[src/rtl/adder_arbiter_pkg.sv]
// Package: adder_arb_pkg
// Shared types and helpers for the adder_arbiter block: the FSM state
// encoding and the requester-id width helper used by the top and the
// round-robin arbiter.
package adder_arb_pkg;

  typedef enum logic [1:0] {
    IDLE = 2'd0,
    CALC = 2'd1,
    RESP = 2'd2
  } arb_state_t;

  // Id width for n requesters; never narrower than one bit.
  function automatic int id_width(input int n);
    return (n <= 1) ? 1 : $clog2(n);
  endfunction

endpackage

[src/rtl/adder_arbiter_if.sv]
// Interface: adder_if
// Connection between the arbiter (master: drives operands, reads the result)
// and the shared adder wrapper (slave: combinational sum/carry).
interface adder_if #(
  parameter int N_BIT = 32
);
  logic [N_BIT-1:0] add_a;
  logic [N_BIT-1:0] add_b;
  logic             add_cin;
  logic [N_BIT-1:0] add_sum;
  logic             add_cout;

  modport master (
    output add_a, add_b, add_cin,
    input  add_sum, add_cout
  );

  modport slave (
    input  add_a, add_b, add_cin,
    output add_sum, add_cout
  );
endinterface

[src/rtl/adder_arbiter_rr_arbiter.sv]
// Module: rr_arbiter
// Purely combinational round-robin picker: grants the first asserted request
// at or after ptr, wrapping modulo N_REQ. Returns a one-hot grant, its index
// and an any-valid flag.
module rr_arbiter
  import adder_arb_pkg::*;
#(
  parameter  int N_REQ = 4,
  localparam int ID_W  = id_width(N_REQ)
) (
  input  logic [N_REQ-1:0] req,
  input  logic [ID_W-1:0]  ptr,
  output logic [N_REQ-1:0] gnt,
  output logic [ID_W-1:0]  gnt_idx,
  output logic             any_valid
);

  // Two passes: indices at/after ptr first, then the wrapped-around ones.
  always_comb begin
    gnt       = '0;
    gnt_idx   = '0;
    any_valid = 1'b0;
    for (int i = 0; i < N_REQ; i++) begin
      if (!any_valid && req[i] && (i >= int'(ptr))) begin
        any_valid = 1'b1;
        gnt[i]    = 1'b1;
        gnt_idx   = ID_W'(i);
      end
    end
    for (int i = 0; i < N_REQ; i++) begin
      if (!any_valid && req[i] && (i < int'(ptr))) begin
        any_valid = 1'b1;
        gnt[i]    = 1'b1;
        gnt_idx   = ID_W'(i);
      end
    end
  end

endmodule

[src/rtl/adder_arbiter.sv]
// Module: adder_arbiter
// Shares one adder (reached through adder_if) between N_REQ requesters.
// Round-robin grant in IDLE, one settle/capture cycle in CALC, then the
// tagged result is held on the response channel in RESP until accepted.
//
// Handshakes: a transfer happens on a rising clk edge where valid && ready.
// req_ready is one-hot and only asserted in IDLE; rsp_* hold steady while
// rsp_valid && !rsp_ready.
//
// Optional feature macro: ADDER_ARB_OVF_EN -- when defined, rsp_ovf carries
// the signed overflow of the captured sum; otherwise rsp_ovf is tied to 0.
module adder_arbiter
  import adder_arb_pkg::*;
#(
  parameter  int N_BIT = 32,
  parameter  int N_REQ = 4,
  localparam int ID_W  = id_width(N_REQ)
) (
  input  logic                   clk,
  input  logic                   rst_n,
  input  logic [N_REQ-1:0]       req_valid,
  output logic [N_REQ-1:0]       req_ready,
  input  logic [N_REQ*N_BIT-1:0] req_a,
  input  logic [N_REQ*N_BIT-1:0] req_b,
  input  logic [N_REQ-1:0]       req_cin,
  output logic                   rsp_valid,
  input  logic                   rsp_ready,
  output logic [ID_W-1:0]        rsp_id,
  output logic [N_BIT-1:0]       rsp_sum,
  output logic                   rsp_cout,
  output logic                   rsp_ovf,
  adder_if.master                adder,
  output arb_state_t             dbg_state
);

  arb_state_t       state_q, state_d;
  logic [ID_W-1:0]  ptr_q, ptr_d;
  logic [N_BIT-1:0] add_a_q, add_a_d;
  logic [N_BIT-1:0] add_b_q, add_b_d;
  logic             add_cin_q, add_cin_d;
  logic [ID_W-1:0]  rsp_id_q, rsp_id_d;
  logic [N_BIT-1:0] rsp_sum_q, rsp_sum_d;
  logic             rsp_cout_q, rsp_cout_d;
  logic             rsp_valid_q, rsp_valid_d;

  logic [N_REQ-1:0] gnt;
  logic [ID_W-1:0]  gnt_idx;
  logic             any_valid;
  logic [N_BIT-1:0] sel_a, sel_b;
  logic             sel_cin;

  rr_arbiter #(.N_REQ(N_REQ)) u_rr (
    .req       (req_valid),
    .ptr       (ptr_q),
    .gnt       (gnt),
    .gnt_idx   (gnt_idx),
    .any_valid (any_valid)
  );

  // One-hot operand mux driven by the grant vector.
  always_comb begin
    sel_a   = '0;
    sel_b   = '0;
    sel_cin = 1'b0;
    for (int i = 0; i < N_REQ; i++) begin
      if (gnt[i]) begin
        sel_a   = req_a[i*N_BIT +: N_BIT];
        sel_b   = req_b[i*N_BIT +: N_BIT];
        sel_cin = req_cin[i];
      end
    end
  end

  // FSM next-state and register updates: grant/latch, capture, respond.
  always_comb begin
    state_d     = state_q;
    ptr_d       = ptr_q;
    add_a_d     = add_a_q;
    add_b_d     = add_b_q;
    add_cin_d   = add_cin_q;
    rsp_id_d    = rsp_id_q;
    rsp_sum_d   = rsp_sum_q;
    rsp_cout_d  = rsp_cout_q;
    rsp_valid_d = rsp_valid_q;
    case (state_q)
      IDLE: begin
        if (any_valid) begin
          add_a_d   = sel_a;
          add_b_d   = sel_b;
          add_cin_d = sel_cin;
          rsp_id_d  = gnt_idx;
          state_d   = CALC;
        end
      end
      CALC: begin
        rsp_sum_d   = adder.add_sum;
        rsp_cout_d  = adder.add_cout;
        rsp_valid_d = 1'b1;
        state_d     = RESP;
      end
      RESP: begin
        if (rsp_ready) begin
          rsp_valid_d = 1'b0;
          // Next search starts just after the requester that was served.
          ptr_d       = (rsp_id_q == ID_W'(N_REQ - 1)) ? '0 : rsp_id_q + ID_W'(1);
          state_d     = IDLE;
        end
      end
      default: state_d = IDLE;
    endcase
  end

  // State and datapath registers; reset drops any in-flight operation.
  always_ff @(posedge clk or negedge rst_n) begin
    if (!rst_n) begin
      state_q     <= IDLE;
      ptr_q       <= '0;
      add_a_q     <= '0;
      add_b_q     <= '0;
      add_cin_q   <= 1'b0;
      rsp_id_q    <= '0;
      rsp_sum_q   <= '0;
      rsp_cout_q  <= 1'b0;
      rsp_valid_q <= 1'b0;
    end else begin
      state_q     <= state_d;
      ptr_q       <= ptr_d;
      add_a_q     <= add_a_d;
      add_b_q     <= add_b_d;
      add_cin_q   <= add_cin_d;
      rsp_id_q    <= rsp_id_d;
      rsp_sum_q   <= rsp_sum_d;
      rsp_cout_q  <= rsp_cout_d;
      rsp_valid_q <= rsp_valid_d;
    end
  end

`ifdef ADDER_ARB_OVF_EN
  logic rsp_ovf_q, rsp_ovf_d;

  // Signed overflow from the latched operands and the settled sum.
  always_comb begin
    rsp_ovf_d = rsp_ovf_q;
    if (state_q == CALC) begin
      rsp_ovf_d = (add_a_q[N_BIT-1] == add_b_q[N_BIT-1]) &&
                  (adder.add_sum[N_BIT-1] != add_a_q[N_BIT-1]);
    end
  end

  // Overflow flag register.
  always_ff @(posedge clk or negedge rst_n) begin
    if (!rst_n) rsp_ovf_q <= 1'b0;
    else        rsp_ovf_q <= rsp_ovf_d;
  end

  assign rsp_ovf = rsp_ovf_q;
`else
  assign rsp_ovf = 1'b0;
`endif

  // Ready is gated by reset so every output reads 0 while rst_n is low.
  assign req_ready   = (rst_n && (state_q == IDLE)) ? gnt : '0;
  assign rsp_valid   = rsp_valid_q;
  assign rsp_id      = rsp_id_q;
  assign rsp_sum     = rsp_sum_q;
  assign rsp_cout    = rsp_cout_q;
  assign adder.add_a   = add_a_q;
  assign adder.add_b   = add_b_q;
  assign adder.add_cin = add_cin_q;
  assign dbg_state   = state_q;

endmodule
[src/flat_wrapper.sv]
// flat-port wrapper written by rule: the top's interface ports become plain ports
module adder_arbiter_flat import adder_arb_pkg::*;
#(
  parameter  int N_BIT = 32,
  parameter  int N_REQ = 4,
  localparam int ID_W  = id_width(N_REQ)
)
  (clk, rst_n, req_valid, req_ready, req_a, req_b, req_cin, rsp_valid, rsp_ready, rsp_id, rsp_sum, rsp_cout, rsp_ovf, dbg_state, adder_add_a, adder_add_b, adder_add_cin, adder_add_sum, adder_add_cout);
  adder_if #(.N_BIT(N_BIT)) adder_i ();
  input  logic clk;
  input  logic rst_n;
  input  logic [N_REQ-1:0] req_valid;
  output logic [N_REQ-1:0] req_ready;
  input  logic [N_REQ*N_BIT-1:0] req_a;
  input  logic [N_REQ*N_BIT-1:0] req_b;
  input  logic [N_REQ-1:0] req_cin;
  output logic rsp_valid;
  input  logic rsp_ready;
  output logic [ID_W-1:0] rsp_id;
  output logic [N_BIT-1:0] rsp_sum;
  output logic rsp_cout;
  output logic rsp_ovf;
  output arb_state_t dbg_state;
  output wire logic [$bits(adder_i.add_a)-1:0] adder_add_a;
  output wire logic [$bits(adder_i.add_b)-1:0] adder_add_b;
  output wire logic [$bits(adder_i.add_cin)-1:0] adder_add_cin;
  input wire logic [$bits(adder_i.add_sum)-1:0] adder_add_sum;
  input wire logic [$bits(adder_i.add_cout)-1:0] adder_add_cout;
  assign adder_add_a = adder_i.add_a;
  assign adder_add_b = adder_i.add_b;
  assign adder_add_cin = adder_i.add_cin;
  assign adder_i.add_sum = adder_add_sum;
  assign adder_i.add_cout = adder_add_cout;
  adder_arbiter #(.N_BIT(N_BIT), .N_REQ(N_REQ)) u_core (.clk(clk), .rst_n(rst_n), .req_valid(req_valid), .req_ready(req_ready), .req_a(req_a), .req_b(req_b), .req_cin(req_cin), .rsp_valid(rsp_valid), .rsp_ready(rsp_ready), .rsp_id(rsp_id), .rsp_sum(rsp_sum), .rsp_cout(rsp_cout), .rsp_ovf(rsp_ovf), .adder(adder_i), .dbg_state(dbg_state));
endmodule
[config.mk]
export PLATFORM = sky130hd
export DESIGN_NAME = adder_arbiter_flat
export DESIGN_NICKNAME = d
export VERILOG_FILES = /design/src/rtl/adder_arbiter_pkg.sv /design/src/rtl/adder_arbiter_if.sv /design/src/rtl/adder_arbiter_rr_arbiter.sv /design/src/rtl/adder_arbiter.sv /design/src/flat_wrapper.sv
export SDC_FILE = /design/constraint.sdc
export NUM_CORES = 1
export LEC_CHECK = 0
export ABC_CLOCK_PERIOD_IN_PS = 2500
export BUFFER_PORTS_ARGS = -buffer_cell sky130_fd_sc_hd__buf_2
export CAP_MARGIN = 20
export CORE_AREA = 2 2 158 160
export CTS_CLUSTER_DIAMETER = 40
export CTS_CLUSTER_SIZE = 10
export DETAILED_ROUTE_END_ITERATION = 10
export DIE_AREA = 0 0 160 162
export PLACE_DENSITY = 0.5
export SLEW_MARGIN = 5
export SYNTH_ARGS = -nofsm -noshare
export SYNTH_HDL_FRONTEND = slang
export SYNTH_SLANG_ARGS = --single-unit
[constraint.sdc]
create_clock -name clk -period 2.5 [get_ports clk]
set_input_delay 0.625 -clock clk [delete_from_list [all_inputs] [get_ports clk]]
set_output_delay 0.625 -clock clk [all_outputs]
set_load 0.03 [all_outputs]
==> flow_metrics.env <==
export IMPL_status="finished clean"
export IMPL_power_share_switching_pct=48.8
export IMPL_routed_length_on_met2_mm=10.7
export IMPL_wl_met3_mm=1.84
export IMPL_max_slew_margin_pct=59.9
export IMPL_routed_wire_length_per_instance_um=17.5
export IMPL_cts_made_buffers=9
export IMPL_synth_async_reset_ratio_pct=100
export IMPL_power_frac_seq_pct=28.5
export IMPL_die_width_um=160
export IMPL_post_synth_top_area_fraction_pct=49.5
export IMPL_tightestPinTransition_ps=601
export IMPL_die_area_mm2=0.0259
export IMPL_port_buffers=406
export IMPL_synthesis_instances=517
export IMPL_critical_path_startpoint_type="primary input"
export IMPL_gr_usage_all_layers_pct=15.9
export IMPL_ys_dominant_reg_cell="sky130_fd_sc_hd__dfrtp_1"
export IMPL_synth_area_per_cell_um2=10.3
export IMPL_ys_top_cells_by_area="sky130_fd_sc_hd__dfrtp_1 (50%), sky130_fd_sc_hd__a222oi_1 (8.7%), sky130_fd_sc_hd__a31oi_1 (7.7%)"
export IMPL_route_detailed_vias_per_inst=4.81
export IMPL_drt_pass1_iterations=7
export IMPL_regArea_mm2=0.00263
export IMPL_timing_max_cap_violations=0
export IMPL_dr_first_iter_drc_count=476
export IMPL_htree_levels=3
export IMPL_synth_cell_types=41
export IMPL_gp_congestion=0.776
export IMPL_fmax_mhz=421
export IMPL_numClockSinks=105
export IMPL_worst_ir_drop_vdd_mv=0.493
export IMPL_final_max_slew_viol_count=0
export IMPL_power_switching_mw=5.23
export IMPL_cts_hold_repair_buffers=0
export IMPL_synth_largest_area_cell="sky130_fd_sc_hd__dfrtp_1"
export IMPL_rsz0062_at_grt="false"
export IMPL_comb_power_share_pct=57.5
export IMPL_m1_wl_mm=8.51
export IMPL_initial_utilization_pct=22.0
export IMPL_number_of_antenna_violations_at_the_first_check_in_global_routing=0
export IMPL_synth_edff_count=0
export IMPL_via_count_of_the_first_global_routing_pass=5691
export IMPL_number_of_gates_resized_after_cts=0
export IMPL_hold_vio_cnt_final=0
export IMPL_clk_root_buffer_cell="sky130_fd_sc_hd__clkbuf_16"
export IMPL_synth_yosys_seq_area_share_pct=49.5
export IMPL_num_fill_cells=2589
export IMPL_worst_setup_path_end_kind="primary output"
export IMPL_synth_top_cells_by_count="sky130_fd_sc_hd__dfrtp_1 (105), sky130_fd_sc_hd__nor2_1 (73), sky130_fd_sc_hd__a31oi_1 (65)"
export IMPL_worstSetupPathType="in2out"
export IMPL_setup_tns_final_ps=0
export IMPL_ys_ff_latch=105
export IMPL_power_report_internal_total_mw=5.48
export IMPL_path_max_fanout=7
export IMPL_mappedNetlistArea_mm2=0.00531
export IMPL_globalRouteOverflowTotal=0
export IMPL_topRoutingLayerUsed="met4"
export IMPL_clk_pin_slew_worst_paths_ps=80
export IMPL_cts_tree="built"
export IMPL_drive_gt1_share_pct=53.6
export IMPL_crit_arrival_ps=1750
export IMPL_clock_path_buffers=2
export IMPL_grt_pass1_wl_mm=32.2
export IMPL_final_clock_period_utilization_by_the_worst_path_pct=94.9
export IMPL_floorplan_io_pins=408
export IMPL_postCtsSetupBuffers=0
export IMPL_synthesis_yosys_warnings=0
export IMPL_n_antenna_cell=0
export IMPL_post_route_drc_count=0
export IMPL_syn_to_final_growth_pct=51.3
export IMPL_finClkSkew_ps=13.1
export IMPL_hpwlAfterDp_mm=16.1
export IMPL_antenna_left=0
export IMPL_worstSkewPairLatency_ps=360
export IMPL_postSynthNetCount=818
export IMPL_hold_path_class="in2async"
export IMPL_grt_max_degree=106
export IMPL_final_period_minus_worst_setup_slack_ps=2370
export IMPL_yosys_cell_count_top_type="sky130_fd_sc_hd__dfrtp_1"
export IMPL_rows=57
export IMPL_setup_viol_count_final=0
export IMPL_power_frac_clock_pct=13.9
export IMPL_finalNetCount=1199
export IMPL_p_leak_nw=3.84
export IMPL_core_area_mm2=0.0241
export IMPL_multi_input_logic_area_mm2=0.00241
export IMPL_chipHeight_um=162
export IMPL_routed_vias=5906
export IMPL_critPathRequiredTime_ps=1880
export IMPL_wirelength_mm=21.4
export IMPL_p_per_area_mw_per_mm2=1330
export IMPL_p_total_mw=10.7
registers in the layout, indices dropped and copies added, names as in the netlist:
| signal | cells |
|---|---|
| u_core.rsp_id | 2 |
| u_core.adder.add_b | 32 |
| u_core.rsp_cout | 1 |
| u_core.ptr_q | 2 |
| u_core.rsp_sum | 32 |
| u_core.rsp_valid | 1 |
| u_core.adder.add_a | 32 |
| u_core.dbg_state | 2 |
| u_core.adder.add_cin | 1 |
through the flow:
step | instance area, um2 | worst slack [ps] | cells | hold slack, ps | util, %
after floorplan | 5310 | 9.74 | 517 | 329 | -
after global placement | 7700 | 161 | 1211 | 484 | 31.9
after detailed placement | 7700 | 120 | 1211 | 490 | 31.9
after CTS | 8010 | 82.2 | 1227 | 382 | 33.2
after global routing | 8030 | 18.3 | 1227 | 400 | 33.3
final | 8030 | 127 | 1227 | 363 | 33.3
cell families (layout without fill, tap and decap cells):
kind of cell             Yosys count  after routing  synth area share, %
AO/OA/AOI/OAI                    164            164                 24.3
adder cells (fa/ha/maj)            1              1                0.236
buffers and inverters             54            440                 5.66
flip-flops                       105            105                 49.5
multiplexers                      34             34                 7.22
other                              1              1               0.0707
AND/OR/NAND/NOR                  158            158                 13.0
final timing paths:
| path | start | end | slack (ps) | cells past startpoint |
|---|---|---|---|---|
| max in group asynchronous | rst_n | u_core.adder.add_b[11]$_DFFE_PN0P_ | 1680 | 2 |
| worst max register to register | u_core.ptr_q[0]$_DFFE_PN0P_ | u_core.adder.add_a[30]$_DFFE_PN0P_ | 530 | 6 |
| worst max-delay path | req_valid[0] | req_ready[2] | 130 | 6 |
| worst min register to register | u_core.rsp_sum[0]$_DFFE_PN0P_ | u_core.rsp_sum[0]$_DFFE_PN0P_ | 500 | 1 |
| min in group clk | req_b[103] | u_core.adder.add_b[7]$_DFFE_PN0P_ | 490 | 3 |
| worst min-delay path | rst_n | u_core.rsp_sum[6]$_DFFE_PN0P_ | 360 | 2 |
cell type report:
cell class	count	share of cell area [%]
clock buffers	9	2.81
clock inverters	7	1.04
inverters	3	0.140
multi-input cells	358	30.1
flip-flops and latches	105	32.7
well taps	324	5.05
repair buffers	421	28.1
placed cells by master (no fill, tap or decap), types with 2 or more instances in the layout:
cell type / count
sky130_fd_sc_hd__mux2_2: 34
sky130_fd_sc_hd__a222oi_1: 46
sky130_fd_sc_hd__a21oi_1: 3
sky130_fd_sc_hd__buf_2: 405
sky130_fd_sc_hd__inv_6: 4
sky130_fd_sc_hd__clkbuf_16: 9
sky130_fd_sc_hd__o21ai_0: 3
sky130_fd_sc_hd__buf_4: 7
sky130_fd_sc_hd__a221oi_2: 2
sky130_fd_sc_hd__nor2_1: 73
sky130_fd_sc_hd__a31oi_1: 65
sky130_fd_sc_hd__a221oi_1: 17
sky130_fd_sc_hd__o31ai_1: 20
sky130_fd_sc_hd__and2b_1: 2
sky130_fd_sc_hd__buf_12: 9
sky130_fd_sc_hd__inv_1: 3
sky130_fd_sc_hd__nor2b_1: 19
sky130_fd_sc_hd__clkinv_8: 3
sky130_fd_sc_hd__dfrtp_1: 104
sky130_fd_sc_hd__nand2_1: 51
per-layer routing:
layer  vias to the layer above  track usage (%)
met5                         -                0
met3                        21             3.96
met4                         0             4.42
met2                       349             27.4
met1                      2781             19.9
li1                       2755                -
power by group through the flow:
stage	Combinational [mW]	Sequential [mW]	Clock (mW)
CTS	6.22	3.06	1.57
detailed placement	6.23	3.08	0
floorplan	2.59	4.71	0
global route	6.65	3.19	1.65
global placement	6.23	3.05	0
finish	6.16	3.06	1.49
critical path: stages:
cell and delay [ps]:
sky130_fd_sc_hd__buf_2 130, sky130_fd_sc_hd__or3_1 390, sky130_fd_sc_hd__o311ai_4 110, sky130_fd_sc_hd__nand2_1 130, sky130_fd_sc_hd__nor2_1 130, sky130_fd_sc_hd__buf_2 230
(Power assumes the default switching activity.)
